$ cat src/rtl/logic_unit_pipe.sv
// logic_unit_pipe: two-stage valid/ready bitwise logic unit with zero/parity flags.
// Optional completed-op counter enabled by defining LOGIC_UNIT_STAT_CNT_EN.
module logic_unit_pipe #(
  parameter int WIDTH = 8,
  parameter int CNT_W = 16
) (
  input  logic             clk,
  input  logic             rst_n,
  input  logic             in_valid,
  output logic             in_ready,
  input  logic [WIDTH-1:0] a,
  input  logic [WIDTH-1:0] b,
  input  logic [2:0]       op,
  output logic             out_valid,
  input  logic             out_ready,
  output logic [WIDTH-1:0] y,
  output logic             zero,
  output logic             parity,
  output logic [CNT_W-1:0] op_cnt
);

  localparam logic [2:0] OP_AND  = 3'b000;
  localparam logic [2:0] OP_OR   = 3'b001;
  localparam logic [2:0] OP_NAND = 3'b010;
  localparam logic [2:0] OP_NOT  = 3'b011;
  localparam logic [2:0] OP_NOR  = 3'b100;
  localparam logic [2:0] OP_XOR  = 3'b101;
  localparam logic [2:0] OP_XNOR = 3'b110;
  localparam logic [2:0] OP_PASS = 3'b111;

  logic             s1_vld_q, s1_vld_d;
  logic [WIDTH-1:0] s1_a_q, s1_a_d;
  logic [WIDTH-1:0] s1_b_q, s1_b_d;
  logic [2:0]       s1_op_q, s1_op_d;

  logic             s2_vld_q, s2_vld_d;
  logic [WIDTH-1:0] y_q, y_d;
  logic             zero_q, zero_d;
  logic             par_q, par_d;

  logic [WIDTH-1:0] res;
  logic             in_fire;
  logic             s2_load;

  // S1 moves into S2 when S2 is empty or being drained this cycle
  assign s2_load  = s1_vld_q && (!s2_vld_q || out_ready);
  assign in_ready = !s1_vld_q || s2_load;
  assign in_fire  = in_valid && in_ready;

  // bitwise operation on the S1 operands
  always_comb begin
    res = '0;
    unique case (s1_op_q)
      OP_AND:  res = s1_a_q & s1_b_q;
      OP_OR:   res = s1_a_q | s1_b_q;
      OP_NAND: res = ~(s1_a_q & s1_b_q);
      OP_NOT:  res = ~s1_a_q;
      OP_NOR:  res = ~(s1_a_q | s1_b_q);
      OP_XOR:  res = s1_a_q ^ s1_b_q;
      OP_XNOR: res = ~(s1_a_q ^ s1_b_q);
      OP_PASS: res = s1_a_q;
    endcase
  end

  // next-state for both stages; operands sampled only on handshake
  always_comb begin
    s1_vld_d = s1_vld_q;
    s1_a_d   = s1_a_q;
    s1_b_d   = s1_b_q;
    s1_op_d  = s1_op_q;
    s2_vld_d = s2_vld_q;
    y_d      = y_q;
    zero_d   = zero_q;
    par_d    = par_q;
    if (in_fire) begin
      s1_vld_d = 1'b1;
      s1_a_d   = a;
      s1_b_d   = b;
      s1_op_d  = op;
    end else if (s2_load) begin
      s1_vld_d = 1'b0;
    end
    if (s2_load) begin
      s2_vld_d = 1'b1;
      y_d      = res;
      zero_d   = (res == '0);
      par_d    = ^res;
    end else if (out_ready) begin
      s2_vld_d = 1'b0;
    end
  end

  // pipeline state registers
  always_ff @(posedge clk or negedge rst_n) begin
    if (!rst_n) begin
      s1_vld_q <= 1'b0;
      s1_a_q   <= '0;
      s1_b_q   <= '0;
      s1_op_q  <= '0;
      s2_vld_q <= 1'b0;
      y_q      <= '0;
      zero_q   <= 1'b0;
      par_q    <= 1'b0;
    end else begin
      s1_vld_q <= s1_vld_d;
      s1_a_q   <= s1_a_d;
      s1_b_q   <= s1_b_d;
      s1_op_q  <= s1_op_d;
      s2_vld_q <= s2_vld_d;
      y_q      <= y_d;
      zero_q   <= zero_d;
      par_q    <= par_d;
    end
  end

  assign out_valid = s2_vld_q;
  assign y         = y_q;
  assign zero      = zero_q;
  assign parity    = par_q;

`ifdef LOGIC_UNIT_STAT_CNT_EN
  logic [CNT_W-1:0] cnt_q, cnt_d;

  // saturating count of output handshakes
  always_comb begin
    cnt_d = cnt_q;
    if (s2_vld_q && out_ready && !(&cnt_q))
      cnt_d = cnt_q + 1'b1;
  end

  // counter register
  always_ff @(posedge clk or negedge rst_n) begin
    if (!rst_n) cnt_q <= '0;
    else        cnt_q <= cnt_d;
  end

  assign op_cnt = cnt_q;
`else
  assign op_cnt = '0;
`endif

endmodule

$ cat config.mk
export PLATFORM = sky130hd
export DESIGN_NAME = logic_unit_pipe
export DESIGN_NICKNAME = d
export VERILOG_FILES = /design/src/rtl/logic_unit_pipe.sv
export SDC_FILE = /design/constraint.sdc
export NUM_CORES = 1
export LEC_CHECK = 0
export CORE_UTILIZATION = 55
export CTS_CLUSTER_DIAMETER = 150
export CTS_CLUSTER_SIZE = 20
export DETAILED_ROUTE_END_ITERATION = 7
export PLACE_DENSITY = 0.91
export SLEW_MARGIN = 25
export SYNTH_ARGS = -nofsm -noshare
export SYNTH_HDL_FRONTEND = slang
export SYNTH_SLANG_ARGS = --single-unit
$ cat constraint.sdc
create_clock -name clk -period 5.6 [get_ports clk]
set_input_delay 1.12 -clock clk [delete_from_list [all_inputs] [get_ports clk]]
set_output_delay 1.12 -clock clk [all_outputs]
set_load 0.005 [all_outputs]
==> results.ini <==
[clocking]
htreeDepth=2
cts_resized=0
cts_setup_buffers=0
cts_tree=built
clk_pin_slew_worst_paths_ns=0.06
postCtsHoldBufs=0
clk_latency_ns=0.28
root_buffer=clkbuf_8
cts_buffer_depth=2
cts_buffers=5
clock-sinks=31

[layout]
fillerInstances=315
final_common_cell=clkdlybuf4s50_1
num_antenna_cells=0
seq_area_um2=776
drive_gt1_frac=0.143
multi_input_area_um2=1280
synthToLayoutAreaGrowth_pct=17.0
layout_common_cells=34 x clkdlybuf4s50_1, 31 x dfrtp_1, 20 x mux2_2, 20 x ha_1
fin_nets=300

[floorplan]
core_um2=3800
die_h_um=66.0
placementRows=22
io_pins=51
die-area_um2=4350
start_util=0.593
die_w_um=66.0

[timing]
max_slew_margin=0.455
fin_ws_ns=2.20
hold_violations=0
fin_crit_sh=0.607
slew_violations=0
worstMarginPinSlew_ns=0.818
period_minus_slack_ns=3.40
rsz0062_at_grt=no
setup_viol=0
fmax_mhz=294
fin_skew_ns=0.00441
setup_tns_ns=0

[global_route]
grt_max_degree=32
grt_antenna_before_repair=0
grt_pass1_wl_mm=6.84
overflow=0
groute.usage.overall=0.208
grt_pass1_vias=1525

[critical_path]
crit_top_cell=clkdlybuf4s50_1
reg2reg_depth=8
cp-startpoint=out_ready
crit_path_max_incr_delay_ns=0.52
setup.worst_path.end_class=output pin
path_max_fanout=3
path_cells=clkdlybuf4s50_1 > nand3b_1 > clkdlybuf4s50_1
start_kind=input pin
rrSetupSlack_ns=3.00
reg2reg_to=parity$_DFFE_PN0P_
reg2reg_from=s1_op_q[1]$_DFFE_PN0P_
crit_type=input pin to output pin
worstPathArrival_ns=2.28
cp_data_required_time_ns=4.48
slowest_stage=clkdlybuf4s50_1

[route]
detail_route.wl_per_cell_um=12.9
drtIter0Drc=71
drc_errors=0
vias_per_cell=5.45
vias=1669
drtAntennaViolNets=0
wl_mm=3.95
drtPass1Iterations=4

[worst_hold_path]
min_from=zero$_DFFE_PN0P_
hold_depth=2
hold_end=zero$_DFFE_PN0P_
hold_path_class=register to register

[yosys]
synth.yosys.warnings=0
synth_largest_area_cell=dfrtp_1
synthArstFlopShare=1.00
postSynthAreaPerCell_um2=9.92
netlist_area_um2=2250
syn_inst=227
synth_top_area_frac=0.345
synth-seq-cells=31
ys_types=42
synth_flop_cell=dfrtp_1
synth_edf_count=0
yosysSeqAreaShare=0.345
synth_area_leaders=dfrtp_1 34%, ha_1 11%, mux2_2 10%

[pwr]
leakage_nw=1.19
powerDensity_nw_per_um2=332
ir_drop_mv=0.174

[status]
status=complete, no violations

[placed_design]
globalplace.congestion=0.846
dp_hpwl_mm=2.71
io_buffers=34
pre_cts_ws_ns=2.21

[flow_run]
drv_cap=0

==> synth_stat cells (2+ instances only) <==
cell type and n:
or2_1 4, nand2b_1 8, mux2_1 2, nand2_1 17, nor2_1 14, a22o_1 4
a221oi_2 2, o2111ai_1 2, buf_4 17, o31ai_1 3, nor2b_1 7, a21oi_1 4
buf_2 7, o211ai_1 4, o32a_1 2, xnor2_1 3, mux2_2 20, o21ai_0 4
o32ai_2 4, clkbuf_1 2, mux2i_1 3, dfrtp_1 31, ha_1 20, o21ai_1 4
o32ai_1 3, inv_1 17, o2bb2ai_1 2, or3_1 2, and4b_1 2
==> flip-flops by register name (all words and copies together), names as in the netlist <==
name / flops
s1_a_q: 8
parity: 1
out_valid: 1
zero: 1
y: 8
s1_op_q: 3
s1_b_q: 8
s1_vld_q: 1
==> worst max-delay path, delay by kind of cell <==
kind / cells / cell delay, ns
buffers and inverters: 2 / 0.99
AND/OR/NAND/NOR: 1 / 0.17
==> report_power, final <==
group	switching (mW)	internal, mW	total (mW)
logic	0.157	0.206	0.363
clock network	0.0749	0.112	0.187
registers	0.0562	0.270	0.326
==> worst max-delay path by stage <==
stage                           to  slack [ns]  depth (start not counted)
after floorplan           in_ready        3.17                          1
final                     in_ready        2.20                          3
after CTS                 in_ready        2.19                          3
after global placement    in_ready        2.20                          3
after detailed placement  in_ready        2.21                          3
after global routing      in_ready        2.15                          3
==> cell type report <==
cell class                 instances  share of cell area
inverter                          18              0.0266
clock buffer                       8              0.0380
sequential                        31               0.295
timing repair buffer              35               0.132
multi-input combinational        166               0.486
tap                               48              0.0228
==> layer usage <==
| layer | wire length [um] | vias to the layer above | global-route usage |
|---|---|---|---|
| met3 | 234 | 2 | 0.0603 |
| li1 | - | 820 | - |
| met5 | 0 | - | 0 |
| met4 | 20 | 0 | 0.0665 |
| met1 | 1760 | 780 | 0.259 |
| met2 | 1930 | 67 | 0.343 |
==> cells by family (layout without fill, tap and decap cells) <==
family | after synthesis | in the layout | share of synthesized area
AO/OA/AOI/OAI | 43 | 43 | 0.161
XOR/XNOR | 3 | 3 | 0.0117
adder cells (fa/ha/maj) | 20 | 20 | 0.111
buffers and inverters | 45 | 61 | 0.112
flip-flops | 31 | 31 | 0.345
multiplexers | 25 | 25 | 0.123
other | 1 | 16 | 0.00167
AND/OR/NAND/NOR | 59 | 59 | 0.135
==> metrics by stage <==
step           instances  hold slack (ns)  utilization  total power, mW  cell area, um2
6_report             306            0.481        0.693            0.875            2630
5_1_grt              306            0.509        0.693            0.947            2630
4_1_cts              306            0.492        0.693            0.883            2630
3_5_place_dp         298            0.476        0.667            0.688            2530
3_3_place_gp         298            0.463        0.667            0.671            2530
2_1_floorplan        242            0.457            -            0.582            2310
Power figures use the tool's default switching activity.
==> patch 1: new RTL, config.mk and constraints unchanged <==
Add a define of `LOGIC_UNIT_STAT_CNT_EN`.
--- a/src/rtl/logic_unit_pipe.sv
+++ b/src/rtl/logic_unit_pipe.sv
@@ -2,2 +2,4 @@
 // Optional completed-op counter enabled by defining LOGIC_UNIT_STAT_CNT_EN.
+`define LOGIC_UNIT_STAT_CNT_EN
+
 module logic_unit_pipe #(
Behaviour: not the same (a bounded check fails within 4 cycles, from zero or initial values and one cycle with rst_n low).
==> patch 1 against the original RTL <==
Total power up 35%; wire length up 47%; sequential cell count up 16; critical endpoint unchanged; count of clock-buffer cells in the layout down 3; combinational power up 29%; via count up 40%; sequential share of layout area up 3.1 points; clock power up 13%; largest power group is now registers; worst setup slack worse by 0.10 ns; final area up 37%; area after synthesis up 33%; cell count up 34%; sequential power up 55%.
==> patch 1: results (changes against the original RTL) <==
Parameter                              Value

Status
  Outcome    completed

Logic synthesis
  XOR/XNOR Fraction of Synth Area    0.0409 (+0.0292)
  Most common library cells after synthesis    47 x sky130_fd_sc_hd__dfrtp_1, 26 x sky130_fd_sc_hd__mux2_2, 21 x sky130_fd_sc_hd__ha_1, 21 x sky130_fd_sc_hd__nand2_1, 18 x sky130_fd_sc_hd__inv_1
  Fraction of the mapped netlist area in adder cells    0.0875 (-0.0236)
  Mapped Cells    296 (+30%)
  Post-synthesis mux area share    0.109 (-0.0142)
  Synthesized-area fraction occupied by ao, oa, aoi and oai cells    0.120 (-0.0406)

Clocking
  Clock Latency Late Sink    0.31 ns (+0.03 ns)

Placed design
  Final weighted congestion in routability-driven placement    0.870 (+2.8%)
  Cell count after placement    402 (+35%)
  Half-perimeter wire length after placement    4.20 mm (+55%)
  Port Buf Inserts    50 (+47%)

Drt
  Via count    2340 (+40%)
  Number of vias per cell    5.71 (+4.6%)

GRT
  Pin count of the biggest net entering global routing    48 (+50%)
  Global-route wire length before repair    9.65 mm (+41%)
  GR Layer Usage met3    0.0410 (-0.0193)

Power
  IR drop worst, VDD    0.000191 V (+9.6%)

Critical path
  Largest stage delay on the critical path    0.54 ns (+0.02 ns)
  Reg-to-Reg Start    s1_op_q[2]
  Data arrival time at the worst-slack endpoint    2.38 ns (+0.10 ns)

Timing
  Max Fclk    285 MHz (-3.0%)
  Tightest slew margin relative to the limit    0.367 (-0.0883)
  Final setup skew    0.0128 ns (+0.00841 ns)
  Smallest hold slack    0.492 ns (+0.0107 ns)

Hold path
  Depth of the worst hold-timing path    1 (-1)
==> patch 1: metal layers <==
layer,vias to the layer above,share of wire
met1,1116,0.45
met3,13,0.042
met5,-,0
li1,1146,-
met2,65,0.48
met4,0,0.019
==> patch 1: worst max-delay path by stage <==
stage / startpoint / to / cells past startpoint
2_1_floorplan: out_ready / in_ready / 1
3_3_place_gp: out_ready / in_ready / 3
3_5_place_dp: out_ready / in_ready / 3
4_1_cts: out_ready / in_ready / 3
5_1_grt: out_ready / in_ready / 3
6_report: out_ready / in_ready / 3
==> patch 1: logic make-up after synthesis <==
| family | after synthesis |
|---|---|
| AOI/OAI and AO/OA | 52 |
| adders and majority gates | 21 |
| muxes | 29 |
| buffers and inverters | 32 |
| DFF | 47 |
| and+or+nand+nor | 101 |
| xor gates and xnor gates | 14 |
==> patch 1: final cells by class <==
class,instances,area (um2),area share
inverter,18,67.6,0.0187
timing repair buffer,50,498,0.138
clock buffer,5,68.8,0.0190
multi-input combinational,217,1690,0.468
tap,70,87.6,0.0242
sequential,47,1180,0.326
clock inverter,3,25.0,0.00691
==> patch 1: stage by stage <==
stage / util / cell area, um2
6_report: 0.700 / 3620
4_1_cts: 0.699 / 3610
2_1_floorplan: - / 3000
5_1_grt: 0.700 / 3620
3_3_place_gp: 0.681 / 3520
3_5_place_dp: 0.681 / 3520
==> patch 1: worst max-delay path, delay by kind of cell <==
family | cells | cell delay [ns]
simple gates | 1 | 0.20
buf+inv | 2 | 1.06
==> patch 1: power breakdown <==
| group | switching, mW | internal (mW) | total [mW] |
|---|---|---|---|
| clock network | 0.122 | 0.0894 | 0.211 |
| logic | 0.192 | 0.276 | 0.468 |
| registers | 0.0960 | 0.408 | 0.504 |
| total | 0.409 | 0.774 | 1.18 |
==> patch 2: new RTL, same settings <==
Made on the original files. `y_q` no longer has a reset.
--- a/src/rtl/logic_unit_pipe.sv
+++ b/src/rtl/logic_unit_pipe.sv
@@ -100,3 +100,2 @@
       s2_vld_q <= 1'b0;
-      y_q      <= '0;
       zero_q   <= 1'b0;
@@ -109,3 +108,2 @@
       s2_vld_q <= s2_vld_d;
-      y_q      <= y_d;
       zero_q   <= zero_d;
@@ -113,2 +111,6 @@
     end
+  end
+
+  always_ff @(posedge clk) begin
+    y_q <= y_d;
   end
Behaviour: differs if rst_n is asserted again (counterexample within 4 cycles, from zero or initial values and one cycle with rst_n low); with rst_n held inactive, the same outputs for 10 cycles.
==> patch 2 against the original RTL <==
Wire length is 3.8% lower; final area fell by 1.0%; utilization down 0.72 points; first-iteration DRC count is 45% lower; area after synthesis grew 0.39%; total power decreased by 3.4%; clock power fell by 6%; register-to-register slack hardly changed; worst hold slack gained 0.012 ns; highest routed layer unchanged; worst setup slack improved by 0.00080 ns; global-route usage is 0.38 points lower; critical path type unchanged; maximum frequency about the same; sequential cell count unchanged.
==> patch 2: results (changes against the original RTL) <==
Parameter                              Value

Final layout
  Ratio of cells with drive above 1 in the final layout    0.157 (+0.0135)
  Non-filler instance count after layout    303 (-0.98%)

Placed design
  Half-perimeter wire length after placement    2.87 mm (+6.0%)
  Final weighted congestion in routability-driven placement    0.808 (-4.5%)
  Port Buf Inserts    34 (unchanged)

Critical path
  Worst reg2reg path endpoint    parity
  Reg-to-Reg Start    s1_op_q[2]
  Largest stage delay on the critical path    0.54 ns (+0.02 ns)

Logic synthesis
  Synth top area share    0.255 (-0.0899)
  Async set-reset flop share out of synthesis    0.742 (-0.258)
  Most common library cells after synthesis    27 x sky130_fd_sc_hd__mux2_2, 23 x sky130_fd_sc_hd__dfrtp_1, 20 x sky130_fd_sc_hd__ha_1, 19 x sky130_fd_sc_hd__inv_1, 17 x sky130_fd_sc_hd__buf_4
  Synthesized-area fraction occupied by ao, oa, aoi and oai cells    0.156 (-0.00450)
  Post-synthesis mux area share    0.148 (+0.0244)
  Share of the yosys chip area belonging to registers    0.361 (+0.0164)
  Count of distinct cell types in the synthesized netlist    37 (-12%)
  Mapped Cells    224 (-1.3%)
  Synth area leaders    sky130_fd_sc_hd__dfrtp_1 25%, sky130_fd_sc_hd__mux2_2 13%, sky130_fd_sc_hd__ha_1 11%
  Number of enable flip-flop cells after synthesis    8 (+8)
  XOR/XNOR Fraction of Synth Area    0.0116 (-0.0000452)
  Fraction of the mapped netlist area in adder cells    0.111 (-0.000431)

Power
  Static leakage    1.15 nW (-3.2%)
  P_sw    279 uW (-2.9%)
  IR drop worst, VDD    0.000190 V (+8.8%)

Timing
  Final setup skew    0.00704 ns (+0.00263 ns)
  Tightest slew margin relative to the limit    0.347 (-0.108)

Hold path
  Min-Delay Path Class    reg2reg
  Worst hold path endpoint    parity
  Depth of the worst hold-timing path    2 (unchanged)
  Worst Min Path Start    parity

GRT
  All-layer global routing usage    0.204 (-0.00382)
  Vias in the first global route    1489 (-2.4%)
  Initial antenna violation count    0 (unchanged)
  Pin count of the biggest net entering global routing    38 (+19%)
  Global-route wire length before repair    6.61 mm (-3.4%)

Status
  Outcome    completed

Drt
  Total Routed Length    3.80 mm (-3.8%)
  DR iter-0 viols    39 (-45%)
  Via count    1641 (-1.7%)

Clocking
  Number of buffers added by the clock tree synthesis step    5 (unchanged)
-- patch 2: cell count changes in the layout (fill, tap and decap cells not counted), sizes merged, moves of 8 or more --
cell | before | now
a21oi | 4 | 15
a211oi | 0 | 9
dfrtp | 31 | 23
edfxtp | 0 | 8
nand2 | 19 | 11
-- patch 2: tightest hold or removal path, stage by stage (launching register included) --
cell	delay, ns
sky130_fd_sc_hd__dfrtp_1	0.34
sky130_fd_sc_hd__nand2_1	0.05
sky130_fd_sc_hd__o21ai_0	0.07
-- patch 2: worst max path at each step --
| stage | from | end | slack (ns) | depth (start not counted) |
|---|---|---|---|---|
| 3_5_place_dp | out_ready | in_ready | 2.20 | 3 |
| 5_1_grt | out_ready | in_ready | 2.14 | 3 |
| 6_report | out_ready | in_ready | 2.20 | 3 |
| 3_3_place_gp | out_ready | in_ready | 2.23 | 3 |
| 2_1_floorplan | out_ready | in_ready | 3.17 | 1 |
| 4_1_cts | out_ready | in_ready | 2.20 | 3 |
-- patch 2: power groups by stage --
stage	Combinational (mW)	Sequential [mW]	Clock (mW)
2_1_floorplan	0.286	0.302	0
3_3_place_gp	0.328	0.327	0
3_5_place_dp	0.346	0.330	0
4_1_cts	0.347	0.326	0.181
5_1_grt	0.387	0.333	0.194
6_report	0.344	0.325	0.176
-- patch 2: kinds of logic (layout without fill, tap and decap cells) --
family	Yosys count	in the layout
buffers and inverters	46	62
muxes	30	30
AOI/OAI and AO/OA	55	55
adders and majority gates	20	20
other	1	16
and+or+nand+nor	38	38
xor gates and xnor gates	3	3
DFF	31	31
-- patch 2: cell type report --
type / instances / area, um2
clock buffers: 7 / 86.3
clock inverters: 1 / 3.75
fillers: 310 / 1190
inverters: 20 / 80.1
multi-input cells: 162 / 1220
flip-flops and latches: 31 / 817
well taps: 48 / 60.1
repair buffers: 34 / 335
-- patch 2: routing by layer --
layer  GRT usage  routed length [um]  vias up
li1            -                   -      814
met1       0.257                1650      776
met2       0.338                1930       43
met3      0.0483                 161        8
met4      0.0745                  67        0
met5           0                   0        -
-- patch 2: per-stage QoR --
stage                     area (um2)   util  power (mW)  setup slack, ns  hold slack (ns)
final                           2610  0.686       0.846             2.20            0.493
after global routing            2610  0.686       0.914             2.14            0.532
after CTS                       2610  0.686       0.854             2.20            0.500
after detailed placement        2510  0.662       0.676             2.20            0.486
after global placement          2520  0.663       0.655             2.23            0.468
after floorplan                 2320      -       0.588             3.17            0.457
